$ cat config.mk
export PLATFORM = sky130hd
export DESIGN_NAME = ffjk_seq_ctrl
export DESIGN_NICKNAME = d
export VERILOG_FILES = /design/src/rtl/ffjk_seq_ctrl.sv
export SDC_FILE = /design/constraint.sdc
export NUM_CORES = 1
export LEC_CHECK = 0
export ABC_AREA = 1
export BUFFER_PORTS_ARGS = -buffer_cell sky130_fd_sc_hd__clkbuf_2
export CORE_MARGIN = 5
export CORE_UTILIZATION = 55
export CTS_CLUSTER_DIAMETER = 50
export DETAILED_ROUTE_END_ITERATION = 7
export GPL_TIMING_DRIVEN = 1
export PLACE_DENSITY = 0.83
export SLEW_MARGIN = 20
export SYNTH_ARGS = -nofsm -noshare
export SYNTH_HDL_FRONTEND = slang
export SYNTH_SLANG_ARGS = --single-unit
$ cat constraint.sdc
create_clock -name clk -period 3.7 [get_ports clk]
set_clock_uncertainty 0.2 [all_clocks]
set_input_delay 1.11 -clock clk [delete_from_list [all_inputs] [get_ports clk]]
set_output_delay 1.11 -clock clk [all_outputs]
set_load 0.01 [all_outputs]
$ cat src/rtl/ffjk_seq_ctrl.sv
// Sequencer for an external bank of JK flip-flops. It accepts clear, load and
// up/down count commands and drives J/K so that the bank steps once per cycle.
module ffjk_seq_ctrl #(
   parameter int WIDTH = 4
) (
   input  logic             clk,
   input  logic             rst_n,
   input  logic             cmd_valid,
   output logic             cmd_ready,
   input  logic [1:0]       cmd_op,
   input  logic [WIDTH-1:0] cmd_data,
   input  logic [WIDTH-1:0] q,
   output logic [WIDTH-1:0] j,
   output logic [WIDTH-1:0] k,
   output logic             busy,
   output logic             done,
   output logic [WIDTH-1:0] result
);

   typedef enum logic [1:0] {
      ST_IDLE = 2'd0,
      ST_EXEC = 2'd1,
      ST_DONE = 2'd2
   } state_t;

   localparam logic [1:0] OP_CLR  = 2'b00;
   localparam logic [1:0] OP_LOAD = 2'b01;
   localparam logic [1:0] OP_UP   = 2'b10;
   localparam logic [1:0] OP_DOWN = 2'b11;

   state_t           r_state, w_state_nxt;
   logic [1:0]       r_op, w_op_nxt;
   logic [WIDTH-1:0] r_data, w_data_nxt;
   logic [WIDTH-1:0] r_rem, w_rem_nxt;
   logic [WIDTH-1:0] r_result, w_result_nxt;
   logic [WIDTH-1:0] w_j, w_k;

   // Bit i toggles when every lower bit is 1 (up) or 0 (down).
   function automatic logic [WIDTH-1:0] toggle_mask(input logic [WIDTH-1:0] qv,
                                                    input logic up);
      logic [WIDTH-1:0] t;
      logic             run;
      t   = '0;
      run = 1'b1;
      for (int i = 0; i < WIDTH; i++) begin
         t[i] = run;
         run  = run & (up ? qv[i] : ~qv[i]);
      end
      return t;
   endfunction

   function automatic logic [WIDTH-1:0] jk_next(input logic [WIDTH-1:0] qv,
                                                input logic [WIDTH-1:0] jv,
                                                input logic [WIDTH-1:0] kv);
      return (jv & ~qv) | (~kv & qv);
   endfunction

   always_comb begin
      w_state_nxt  = r_state;
      w_op_nxt     = r_op;
      w_data_nxt   = r_data;
      w_rem_nxt    = r_rem;
      w_result_nxt = r_result;
      w_j          = '0;
      w_k          = '0;

      if (r_state == ST_EXEC) begin
         case (r_op)
            OP_CLR:  begin w_j = '0;      w_k = '1;      end
            OP_LOAD: begin w_j = r_data;  w_k = ~r_data; end
            OP_UP:   begin w_j = toggle_mask(q, 1'b1); w_k = w_j; end
            OP_DOWN: begin w_j = toggle_mask(q, 1'b0); w_k = w_j; end
            default: begin w_j = '0;      w_k = '0;      end
         endcase
      end

      case (r_state)
         ST_IDLE: begin
            if (cmd_valid) begin
               w_op_nxt   = cmd_op;
               w_data_nxt = cmd_data;
               if (!cmd_op[1]) begin
                  w_rem_nxt   = WIDTH'(1);
                  w_state_nxt = ST_EXEC;
               end else if (cmd_data != '0) begin
                  w_rem_nxt   = cmd_data;
                  w_state_nxt = ST_EXEC;
               end else begin
                  w_rem_nxt    = '0;
                  w_result_nxt = q;
                  w_state_nxt  = ST_DONE;
               end
            end
         end
         ST_EXEC: begin
            w_rem_nxt = r_rem - WIDTH'(1);
            if (r_rem == WIDTH'(1)) begin
               // The bank takes its final step on this same edge, so capture
               // the value q is about to become rather than the stale one.
               w_result_nxt = jk_next(q, w_j, w_k);
               w_state_nxt  = ST_DONE;
            end
         end
         ST_DONE: w_state_nxt = ST_IDLE;
         default: w_state_nxt = ST_IDLE;
      endcase
   end

   always_ff @(posedge clk or negedge rst_n) begin
      if (!rst_n) begin
         r_state  <= ST_IDLE;
         r_op     <= '0;
         r_data   <= '0;
         r_rem    <= '0;
         r_result <= '0;
      end else begin
         r_state  <= w_state_nxt;
         r_op     <= w_op_nxt;
         r_data   <= w_data_nxt;
         r_rem    <= w_rem_nxt;
         r_result <= w_result_nxt;
      end
   end

   assign cmd_ready = (r_state == ST_IDLE);
   assign busy      = (r_state != ST_IDLE);
   assign done      = (r_state == ST_DONE);
   assign j         = w_j;
   assign k         = w_k;
   assign result    = r_result;

endmodule
# [After elaboration in Yosys (flattened, before gate mapping)]
# Cells that the tools add are included.
[word_totals] reg_bits=16 mem_count=0 wordCells=56 ram_bits=0 mem_bits_ro=0 output_inout_bits=15 inputBits=13 latchBits=0
[op_classes] n_div=0 magnitude_cmp=0 mul=0 shift=0 n_addsub=1 reduce_logical=9 bitwise_logic=13 muxes=18 n_eq_ne=10
[ops] op="two-way mux 4 bit" count=9
[ops] op="one-hot mux 4 bit (4 select lines)" count=2
[ops] op="one-hot mux 4 bit (2 select lines)" count=2
[ops] op="inverter 4 bit" count=3
[ops] op="bitwise AND 4 bit" count=2
[ops] op="two-way mux 2 bit" count=4
[ops] op="equality test 2 bit (second input constant)" count=3
[ops] op="AND reduction 2 bit" count=3
[ops] op="AND reduction 5 bit" count=1
[ops] op="bitwise AND 1 bit" count=4
[ops] op="equality test 2 x 1 -> 1 bit (second input constant)" count=2
[ops] op="equality test 4 x 1 -> 1 bit (second input constant)" count=1
[ops] op="zero test 2 bit" count=2
[ops] op="!= test 2 x 1 -> 1 bit (second input constant)" count=2
[ops] op="!= test 2 bit (second input constant)" count=2
[ops] op="bitwise OR 4 bit" count=1
[ops] op="one-hot mux 2 bit (2 select lines)" count=1
[ops] op="nonzero test 2 bit" count=2
[ops] op="nonzero test 4 bit" count=1
[ops] op="subtractor 4 x 1 -> 4 bit (second input constant)" count=1
[ops] op="inverter 1 bit" count=3

# [Logic depth before layout (Yosys ltp)]
[depth] ltp_word=10 ltp_mapped=9 ltp_nobuf=9

# [Worst setup path after synthesis]
# OpenSTA, ideal clock, no wires.
[synth_timing] path_type="input to output" startpoint="input q[0]" endpoint="output k[3]" slack_ns=0.648 path_buffers=1 required_time_ns=2.390 arrival_time_ns=1.742 path_stages=7 path_cell_list="clkbuf_1 > nand2_1 > nor2_1 > nand2_1 > nand3_1 > nand2_1 > inv_1"
[synth_between] elab_chain_len=5 word_cells_on_any_way=7 classes_between="mux (2); bitwise (5)"
[synth_lines] element="start: declaration" line_no="12" rtl="input logic [WIDTH-1:0] q,"
[synth_lines] element="inverter 1 bit" line_no="47" rtl="run = run & (up ? qv[i] : ~qv[i]);"
[synth_lines] element="bitwise AND 1 bit (2 in a row)" line_no="47"
[synth_lines] element="one-hot mux 4 bit (4 select lines) (*)" line_no="68" rtl="case (r_op)"
[synth_lines] element="two-way mux 4 bit (*)" line_no="67" rtl="if (r_state == ST_EXEC) begin"
[synth_lines] element="end: declaration" line_no="14" rtl="output logic [WIDTH-1:0] k,"
# Every way passes the cells marked *; elsewhere a longest branch is shown, timed or not.

# [Final worst setup path]
[layout_timing] startpoint="input q[0]" endpoint="output j[3]"
[layout_between] elab_chain_len=5 word_cells_on_any_way=7 classes_between="mux (2); bitwise (5)"
[layout_lines] element="inverter 1 bit" line_no="47"
[layout_lines] element="bitwise AND 1 bit (2 in a row)" line_no="47"
[layout_lines] element="one-hot mux 4 bit (4 select lines) (*)" line_no="68"
[layout_lines] element="two-way mux 4 bit (*)" line_no="67"
[layout_lines] element="end: declaration" line_no="13" rtl="output logic [WIDTH-1:0] j,"
# Marks and branches as above.

==> results.txt <==
area of the core -> 1760 um^2
IO Count -> 28
top_reg_cell synth -> dfrtp_1
Synth area leaders -> dfrtp_1, nand2_1, inv_1
Synth top area share -> 38.3%
area of the die -> 2870 um^2
CP Max Fanout -> 8
RePlAce Congestion -> 0.827
post-synthesis cell type count -> 21
CTS H-Tree Depth -> 1
CTS clk-pin slew, worst paths -> 0.10 ns
Synth Area per Inst -> 6.92 um^2
unrepaired setup endpoints after global routing -> no
Site Rows -> 15
area delta synth->final -> 17.6%
setup_tns -> 0 ns
Post-CTS Hold Buffers -> 0
number of diodes -> 0
Final Slew Violations -> 0
Hold Vio Cnt, Final -> 0
Synthesized Nets -> 166
clock tree buffer depth -> 2
average via count per standard cell -> 4.95
Buffers on Ports -> 27
number of flops mapped to enable cells by yosys -> 0
layout net count -> 194
Syn Std Cell Area -> 1040 um^2
CP Class -> input pin to output port
Worst Hold Class -> flop to flop
fin cells -> 203
detailed-route via count -> 1004
area of the multi-input gates -> 520 um^2
Peak supply drop -> 0.543 mV
combinational share of power -> 59.0%
CP required -> 2.39 ns
Cell Count Post-Placement -> 199
GRT Residual Overflow -> 0
Total GRT Usage -> 19.1%
drt total wl -> 2.32 mm
power per cell area -> 892 nW/um^2
share of cells above drive strength 1 -> 23.6%
Clock Latency Late Sink -> 0.30 ns
Seq. cell area -> 400 um^2
sequential fraction of design power -> 30.0%
Post-DP HPWL -> 1.89 mm
TritonCTS clock tree -> yes
yosys warns -> 0
Worst-Margin Slew -> 0.413 ns
WHS -> 0.288 ns
Chip Width -> 53.6 um
final setup vio count -> 0
Die Span Y -> 53.6 um
vias in the first global route -> 927
Rel. slew slack -> 72.4%
final antenna-violating net count -> 0
Synth Register Bits -> 16
Final min period -> 3.16 ns
clk root buf -> clkbuf_4
cell with the most instances after synthesis -> nand2_1
clk sinks -> 16
largest net degree at the start of global routing -> 17
Post-Synthesis Cells -> 151
Max Cap Viol -> 0
fillers -> 173
setup bufs post-CTS -> 0
Wirelength per Cell -> 11.4 um
initial antenna violation count -> 0
fin crit share -> 85.4%
status -> completed
switching portion of total power -> 48.7%
crit end category -> output port
f_max -> 317 MHz
Seq/Total Area, Yosys -> 38.3%
Num CTS Buffers -> 3
fraction of registers with async set/reset -> 100%
PostCTS Resize Cnt -> 0
NetSw -> 0.534 mW
Cell Int Power -> 0.562 mW
Critical Path AT -> 1.85 ns
global-route wire length before repair -> 3.88 mm
CP Launch Type -> input pin
clock power share -> 11.0%
First-pass DRT Iterations -> 4
Initial Util -> 59.2%
post-layout util -> 69.6%
initial drt markers -> 23
DRC -> 0
Pleak -> 0.733 nW
area leader, netlist -> dfrtp_1
Post-synth top cells -> nand2_1, inv_1, nor2_1, nand3_1, dfrtp_1
==> path summary, 6_finish.rpt <==
kind	start	endpoint	slack (ns)	cells past startpoint
hold / removal	result[2]	result[2]	0.29	2
min in group asynchronous	rst_n	r_rem[0]	0.52	1
setup reg to reg	r_state[0]	result[3]	1.90	9
max in group asynchronous	rst_n	r_data[2]	2.49	1
setup / recovery	q[0]	j[3]	0.54	7
hold reg to reg	result[2]	result[2]	0.29	2
==> cells by family after synthesis <==
logic type               count (synthesis)  synth area share (%)
XOR/XNOR                                 1                 0.838
AO/OA/AOI/OAI                           16                  9.22
buffers and inverters                   32                  11.9
adder cells (fa/ha/maj)                  2                  2.39
flip-flops                              16                  38.3
multiplexers                             2                  2.16
AND/OR/NAND/NOR                         82                  35.2
==> placed cells by master, fill, tap and decap left out, types with 3 or more instances in the layout <==
master,instances
o21ai_0,6
a21oi_1,6
dfrtp_1,16
inv_2,3
nand2_1,37
nor2_1,20
inv_1,25
clkbuf_4,3
clkbuf_2,27
nand4_1,3
nand3_1,17
==> flip-flops by register name, summed over array words and instances (netlist names) <==
register,count
r_state,2
r_op,2
result,4
r_data,4
r_rem,4
==> through the flow <==
| stage | setup slack, ns | power (mW) | cell area, um^2 |
|---|---|---|---|
| after CTS | 0.539 | 1.10 | 1230 |
| after floorplan | 0.648 | 0.804 | 1040 |
| after detailed placement | 0.541 | 0.986 | 1190 |
| after global placement | 0.558 | 0.959 | 1190 |
| final | 0.542 | 1.10 | 1230 |
| after global routing | 0.422 | 1.20 | 1230 |
==> final cells by class <==
cell class,instances,area share [%]
Timing Repair Buffer,27,11.0
Sequential cell,16,32.6
Clock buffer,4,2.95
Multi-Input combinational cell,103,42.4
Tap cell,25,2.55
Inverter,28,8.55
==> metal layers <==
metal	vias up	global-route usage (%)	share of wire (%)
met2	31	33.3	52
li1	527	-	-
met1	439	21.4	40
met5	-	0	0
met3	7	4.43	5.8
met4	0	10.2	2.2
==> power by group through the flow <==
stage / clock network (mW) / logic, mW / registers (mW)
finish: 0.120 / 0.647 / 0.329
global route: 0.130 / 0.730 / 0.344
floorplan: 0 / 0.483 / 0.321
CTS: 0.121 / 0.654 / 0.329
global placement: 0 / 0.631 / 0.328
detailed placement: 0 / 0.652 / 0.333
==> critical path, cell delays in order <==
cell      delay [ns]
clkbuf_2        0.13
nor2_1          0.15
nand3_1         0.11
nand3_1         0.08
nand2_1         0.07
inv_1           0.07
clkbuf_2        0.13
No activity file was read; power rests on OpenSTA's default activity.
